--- src/rtl/ssd_display_driver.sv ---
`default_nettype none
// ============================================================================
//  Module      : ssd_display_driver
//  Description : Sequential binary-to-BCD conversion (double dabble, one bit
//                per cycle) driving a 4-digit multiplexed seven-segment display.
//                Optional macro LEADING_ZERO_BLANK_EN blanks leading zero digits.
//  Revision    : 1.0  initial release
// ============================================================================
module ssd_display_driver #(
    parameter int WIDTH        = 13,
    parameter int REFRESH_BITS = 18
) (
    input  logic             clk,
    input  logic             rst,
    input  logic [WIDTH-1:0] num,
    output logic [3:0]       anode,
    output logic [6:0]       seg,
    output logic [15:0]      bcd,
    output logic             busy
);

    localparam logic [1:0] c_ST_IDLE  = 2'd0;
    localparam logic [1:0] c_ST_SHIFT = 2'd1;
    localparam logic [1:0] c_ST_DONE  = 2'd2;
    localparam logic [3:0] c_LAST_BIT = 4'(WIDTH - 1);

    logic [1:0]              r_state;
    logic [WIDTH-1:0]        r_shift;
    logic [WIDTH-1:0]        r_last_num;
    logic [15:0]             r_scratch;
    logic [3:0]              r_bit_cnt;
    logic                    r_start_pending;
    logic [15:0]             r_bcd;
    logic                    r_busy;
    logic [REFRESH_BITS-1:0] r_refresh;
    logic [3:0]              r_anode;
    logic [6:0]              r_seg;

    logic [15:0] w_adjusted;
    logic [1:0]  w_sel;
    logic [3:0]  w_nibble;
    logic        w_blank;

    function automatic logic [15:0] dabble_adjust(input logic [15:0] v);
        logic [15:0] r;
        r = v;
        for (int i = 0; i < 4; i++) begin
            if (v[i*4 +: 4] >= 4'd5) begin
                r[i*4 +: 4] = v[i*4 +: 4] + 4'd3;
            end
        end
        return r;
    endfunction

    function automatic logic [6:0] seg_decode(input logic [3:0] d);
        logic [6:0] s;
        case (d)
            4'd0:    s = 7'b0000001;
            4'd1:    s = 7'b1001111;
            4'd2:    s = 7'b0010010;
            4'd3:    s = 7'b0000110;
            4'd4:    s = 7'b1001100;
            4'd5:    s = 7'b0100100;
            4'd6:    s = 7'b0100000;
            4'd7:    s = 7'b0001111;
            4'd8:    s = 7'b0000000;
            4'd9:    s = 7'b0000100;
            default: s = 7'b1111111;
        endcase
        return s;
    endfunction

    assign w_adjusted = dabble_adjust(r_scratch);

    // Conversion FSM; bcd only changes in DONE so the display never sees partial results
    always_ff @(posedge clk) begin
        if (rst) begin
            r_state         <= c_ST_IDLE;
            r_shift         <= '0;
            r_last_num      <= '0;
            r_scratch       <= '0;
            r_bit_cnt       <= '0;
            r_start_pending <= 1'b1;
            r_bcd           <= '0;
            r_busy          <= 1'b0;
        end else begin
            case (r_state)
                c_ST_IDLE: begin
                    if (r_start_pending || (num != r_last_num)) begin
                        r_shift         <= num;
                        r_last_num      <= num;
                        r_scratch       <= '0;
                        r_bit_cnt       <= '0;
                        r_start_pending <= 1'b0;
                        r_busy          <= 1'b1;
                        r_state         <= c_ST_SHIFT;
                    end
                end
                c_ST_SHIFT: begin
                    {r_scratch, r_shift} <= {w_adjusted, r_shift} << 1;
                    r_bit_cnt            <= r_bit_cnt + 4'd1;
                    if (r_bit_cnt == c_LAST_BIT) begin
                        r_state <= c_ST_DONE;
                    end
                end
                c_ST_DONE: begin
                    r_bcd   <= r_scratch;
                    r_busy  <= 1'b0;
                    r_state <= c_ST_IDLE;
                end
                default: begin
                    r_busy  <= 1'b0;
                    r_state <= c_ST_IDLE;
                end
            endcase
        end
    end

    assign w_sel    = r_refresh[REFRESH_BITS-1 -: 2];
    assign w_nibble = r_bcd[w_sel*4 +: 4];

`ifdef LEADING_ZERO_BLANK_EN
    // w_lead_zero[k]: nibbles k..3 are all zero; the units digit is never blanked
    logic [3:0] w_lead_zero;
    assign w_lead_zero[0] = 1'b0;
    for (genvar k = 1; k < 4; k++) begin : g_lead_zero
        assign w_lead_zero[k] = (r_bcd[15:4*k] == '0);
    end
    assign w_blank = w_lead_zero[w_sel];
`else
    assign w_blank = 1'b0;
`endif

    always_ff @(posedge clk) begin
        if (rst) begin
            r_refresh <= '0;
            r_anode   <= 4'b1111;
            r_seg     <= 7'b1111111;
        end else begin
            r_refresh <= r_refresh + 1'b1;
            r_anode   <= ~(4'b0001 << w_sel);
            r_seg     <= w_blank ? 7'b1111111 : seg_decode(w_nibble);
        end
    end

    assign anode = r_anode;
    assign seg   = r_seg;
    assign bcd   = r_bcd;
    assign busy  = r_busy;

endmodule
`default_nettype wire

--- config.mk ---
export PLATFORM = sky130hd
export DESIGN_NAME = ssd_display_driver
export DESIGN_NICKNAME = d
export VERILOG_FILES = /design/src/rtl/ssd_display_driver.sv
export SDC_FILE = /design/constraint.sdc
export NUM_CORES = 1
export LEC_CHECK = 0
export CORE_UTILIZATION = 51
export CTS_BUF_LIST = sky130_fd_sc_hd__clkbuf_8 sky130_fd_sc_hd__clkbuf_16
export CTS_CLUSTER_DIAMETER = 100
export DETAILED_ROUTE_END_ITERATION = 6
export PLACE_DENSITY = 0.71
export SLEW_MARGIN = 20
export SYNTH_ARGS = -nofsm -noshare
export SYNTH_HDL_FRONTEND = slang
export SYNTH_SLANG_ARGS = --single-unit
--- constraint.sdc ---
create_clock -name clk -period 1.8 [get_ports clk]
set_clock_uncertainty 0.15 [all_clocks]
set_input_delay 0.36 -clock clk [delete_from_list [all_inputs] [get_ports clk]]
set_output_delay 0.36 -clock clk [all_outputs]
set_load 0.01 [all_outputs]
# Yosys cells after proc, flatten, opt, wreduce, memory -nomap -nowiden
# Memories as Yosys holds them, arrays and structs flattened. A register that Yosys moved wholly into a read port is not among the register bits.
# Index checks and enable logic that the tools add are counted.
# word_totals
regBits,88
rom_bits,112
in_bits,15
output_inout_bits,28
word_cells,53
n_memories,1
# memory_table
memory,words,width,rd,rd_ports_with_merged_regs,write_ports,line,source
(no name shown),16,7,1,1,0,57,case (d)
# classes
add_sub_neg,6
n_lt_le_gt_ge,4
eq_ne,6
n_shift,2
muxes,15
bitwise,2
reduce_logical,7
# ops
cell,count
case mux 16 bit (2 select lines),1
case mux 13 bit (2 select lines),1
"adder 18 x 1 -> 18 bit, second input constant",1
"greater-or-equal comparator 4 x 3 -> 1 bit, second input constant",4
2-to-1 mux 16 bit,1
2-to-1 mux 4 bit,4
indexed part select 16 x 5 -> 4 bit,1
2-to-1 mux 13 bit,1
inequality test 13 bit,1
"adder 4 x 2 -> 4 bit, second input constant",3
case mux 4 bit (2 select lines),1
AND reduction 2 bit,4
"adder 4 x 1 -> 4 bit, second input constant",1
"== test 4 bit, second input constant",1
2-to-1 mux 2 bit,2
"inequality test 2 bit, second input constant",2
inverter 4 bit,1
case mux 2 bit (2 select lines),1
"left shift 1 x 2 -> 4 bit, first input constant",1
"adder 3 x 2 -> 3 bit, second input constant",1
2-to-1 mux 3 bit,1
"== test 2 x 1 -> 1 bit, second input constant",1
"== test 2 bit, second input constant",1
zero test 2 bit,1
other kinds (5),5

# Longest topological paths before layout
# Gate-level depths: netlist of run 1.
# logic_depth
word_depth,4
ltp_mapped,7
depth_no_buf,6

# Worst setup path after synthesis of run 1
# No wires, ideal clock.
# synth_path
kind,register to register
start,register r_refresh[16]
end,register r_seg[3] (netlist: seg[3])
setup_ns,0.074
t_arrival_ns,1.684
t_required_ns,1.576
slack_ns,-0.109
path_stages_with_launch,8
n_path_buf,1
period_less_slack_ns,1.909
path_cell_list,dfxtp_1 buf_2 mux4_2 inv_1 ha_1 inv_1 mux2i_1 o21ai_0
# synth_via
elab_chain_cells,1
# synth_rtl
element,line,source
"start, declared",35,logic [REFRESH_BITS-1:0] r_refresh;
"start signal, assigned",140,r_refresh <= r_refresh + 1'b1;
indexed part select 16 x 5 -> 4 bit,120,assign w_nibble = r_bcd[w_sel*4 +: 4];
"end, declared",37,logic [6:0] r_seg;
# No other way between the ends.
# A chain may end at the register's enable or synchronous reset.

# Final worst setup path of run 1
# layout_path
start,register r_last_num[0]
end,register r_scratch[12]
# layout_via
elab_chain_cells,4
# layout_rtl
element,line,source
"start, declared",29,logic [WIDTH-1:0] r_last_num;
"start signal, assigned",91,r_last_num <= num;
inequality test 13 bit,89,if (r_start_pending || (num != r_last_num)) begin
logical OR 1 bit,89,
inequality test 2 bit (no line),-,
AND reduction 2 bit (no line),-,
"end signal, assigned",100,"{r_scratch, r_shift} <= {w_adjusted, r_shift} << 1;"
"end, declared",30,logic [15:0] r_scratch;
# No other way between the ends.

==> results.md, run 1 <==
* Vias per cell at 5.424
* Max_slew headroom at 69.26%
* Worst Setup Start Kind: flip-flop
* Top cells by count, synth: dfxtp_1 (95), nand2_1 (45), nor2_1 (41)
* Outcome: finished, violations left
* Worst Path Max Fanout at 10
* First drt pass iteration count at 4
* Reg2reg start: r_last_num[0]
* Max Freq at 524.4 MHz
* Hold EP: r_refresh[0]
* Reg clk slew, reported paths at 0.09 ns
* Crit Reg-Reg Endpoint: r_scratch[12]
* CP Capture Type: flip-flop
* Final Worst Setup Slack at -0.1068 ns
* Share of cells above drive strength 1 at 27.53%
* Routed Antenna Nets at 0
* Nets at 603
* CTS tree: built
* Hold Slack at 0.2967 ns
* Routed WL at 9704 µm
* Setup violations, final at 42
* Number of flops mapped to enable cells by yosys at 0
* Tot GR Track Use at 22.68%
* Layout Utilization at 71.54%
* Register area share after synthesis at 42.71%
* Avg Inst Size Synth at 9.200 µm²
* Global-route wire length before repair at 16120 µm
* Final Hold Fails at 0
* Async SR Flop Fraction at 0%
* DP HPWL at 6672 µm
* Pwr Total at 0.004212 W
* Violated checks: negative setup slack
* Design area at 5967 µm²
* Kind of critical path: reg2reg
* Root buf cell: clkbuf_8
* Reg2Reg Depth at 5
* Mapped Cells at 484
* Synth Cell Area at 4453 µm²
* Peak supply drop at 379.1 µV
* Initial antenna violation count at 0
* PD cells at 706.0 nW/µm²
* Clk sinks at 95
* Drt initial violations at 136
* Initial Utilization at 53.39%
* Hold Path Origin: r_refresh[0]
* Pleak at 2.488 nW
* Placed cell areas at 5338 µm²
* Die H at 95.44 µm
* Top post-synthesis cells by area: dfxtp_1 (43%), nand2b_1 (4.9%), ha_1 (4.8%), xnor2_1 (4.1%), nand2_1 (3.8%)
* Max Cap Viol at 0
* Yosys cell types at 48
* PortBufs at 42
* Wire per inst at 14.29 µm
* Ys Warns at 0
* N_diodes at 0
* Worst EP arrival at 2.02 ns
* Worst-Margin Slew at 0.4611 ns
* Number of global-route vias before repair at 3523
* Unrepaired setup endpoints after global routing: true
* Yosys top cell by area: dfxtp_1
* Syn Nets at 516
* Pre-CTS WS at -0.7228 ns
* CTS buffer count at 9
* Worst skew pair latency at 0.36 ns
* Top-count cell post-synth: dfxtp_1
* Synth top area share at 42.71%
* Die footprint at 9109 µm²
* Largest net degree at the start of global routing at 38
* P&R area growth vs syn at 34.00%
* Hold depth at 1
* FF-to-FF setup slack at -0.11 ns
* Hold WC Path Type: reg2reg
* Via Count at 3683
* H-tree Lvls at 3
* Clock Tree Buf Depth at 2
* Ys flop type: dfxtp_1
* Drc violations at 0
* Core area at 8341 µm²
* Row count at 33
* Slew Limit Fails at 0
* Final GP Congestion at 0.7949
* Final worst path period share at 105.9%
* Io pins at 43
* Die width at 95.44 µm
* Worst Path Required at 1.91 ns
* Min Tclk post-route at 1.907 ns
* Grt ovf at 0
* Synthesis-stage register bit count at 95
==> metrics by stage <==
stage | setup TNS (ns) | cells
4_1_cts | -3.937 | 678
5_1_grt | -5.948 | 679
3_5_place_dp | -27.79 | 657
3_3_place_gp | -24.56 | 657
2_1_floorplan | -0.02607 | 484
6_report | -2.380 | 679
==> critical path, stage by stage, from the launching register on <==
cell and delay [ns]:
dfxtp_2 0.34, xnor2_2 0.13, nand4_1 0.20, o41a_1 0.53, buf_12 0.18, o41ai_2 0.28
==> sequential cells by signal (all words and copies together), names as in the netlist, 2 cells and up <==
| name | flops |
|---|---|
| anode | 4 |
| r_scratch | 16 |
| r_last_num | 13 |
| seg | 7 |
| r_shift | 13 |
| bcd | 16 |
| r_refresh | 18 |
| r_bit_cnt | 4 |
| r_state | 2 |
==> placed cells by master (no fill, tap or decap), types with 5 or more instances in the layout <==
master            n
mux2i_1          15
nand4_1           9
xnor2_1          14
nand2b_1         35
o21ai_0           8
xor2_1           10
o32ai_2           5
buf_6            12
dlymetal6s2s_1   14
a21oi_1          28
dfxtp_2          13
clkdlybuf4s50_1  12
nor2_1           40
a31oi_1           8
buf_4            51
inv_1            18
or3_1            11
o221a_4           9
xnor2_2           7
dfxtp_1          81
clkbuf_8          9
dlygate4sd2_1    15
nand2_1          45
ha_1             13
==> metal layers <==
layer	track usage, %	share of wire (%)	vias up
met4	7.463	1.1	0
met2	39.52	50	59
li1	-	-	1861
met5	0	0	-
met1	27.75	46	1754
met3	4.705	3.2	9
==> power breakdown <==
| part | total (W) | internal [W] | switching (W) |
|---|---|---|---|
| combinational | 0.000478 | 0.000254 | 0.000224 |
| clock | 0.00151 | 0.000772 | 0.000739 |
| sequential | 0.00222 | 0.00217 | 0.0000497 |
| total | 0.00421 | 0.00320 | 0.00101 |
==> logic make-up (layout without fill, tap and decap cells) <==
| family | Yosys count | after routing | synth area share (%) |
|---|---|---|---|
| AO/OA/AOI/OAI | 92 | 92 | 15.14 |
| XOR/XNOR | 31 | 31 | 6.097 |
| adder cells (fa/ha/maj) | 17 | 17 | 4.777 |
| buffers and inverters | 52 | 142 | 4.833 |
| flip-flops | 95 | 95 | 42.71 |
| multiplexers | 23 | 23 | 6.406 |
| AND/OR/NAND/NOR | 174 | 174 | 20.03 |
==> area by class of cell <==
class,instances,area [µm²]
clock inverters,5,83.83
well taps,105,131.4
repair buffers,107,984.7
inverters,21,81.33
multi-input cells,337,2640
fillers,629,2374
flip-flops and latches,95,1922
clock buffers,9,123.9
==> worst max-delay path by stage <==
stage	start	end	slack, ns	cells past startpoint
after global routing	r_last_num[12]	r_last_num[0]	-0.19	6
final	r_last_num[0]	r_scratch[12]	-0.11	5
after global placement	num[2]	r_scratch[4]	-0.59	6
after floorplan	r_refresh[16]	seg[3]	-0.02	7
after detailed placement	num[2]	r_scratch[0]	-0.72	6
after CTS	r_last_num[1]	r_shift[11]	-0.14	5
==> repair_timing <==
action                                  4_1_cts  5_1_grt
pin swaps                                    14       18
hold buffers                                  0        0
setup buffers                                 6        1
gates cloned                                  1        0
gates resized for setup                      53       50
endpoints found under the setup margin       57       68
No activity file was read; power rests on OpenSTA's default activity.
==> inputs of run 2 (changes only) <==
ABC_AREA = 0   (was default)
==> results of run 2 <==
Final layout, timing and power as in run 1 (identical DEF).
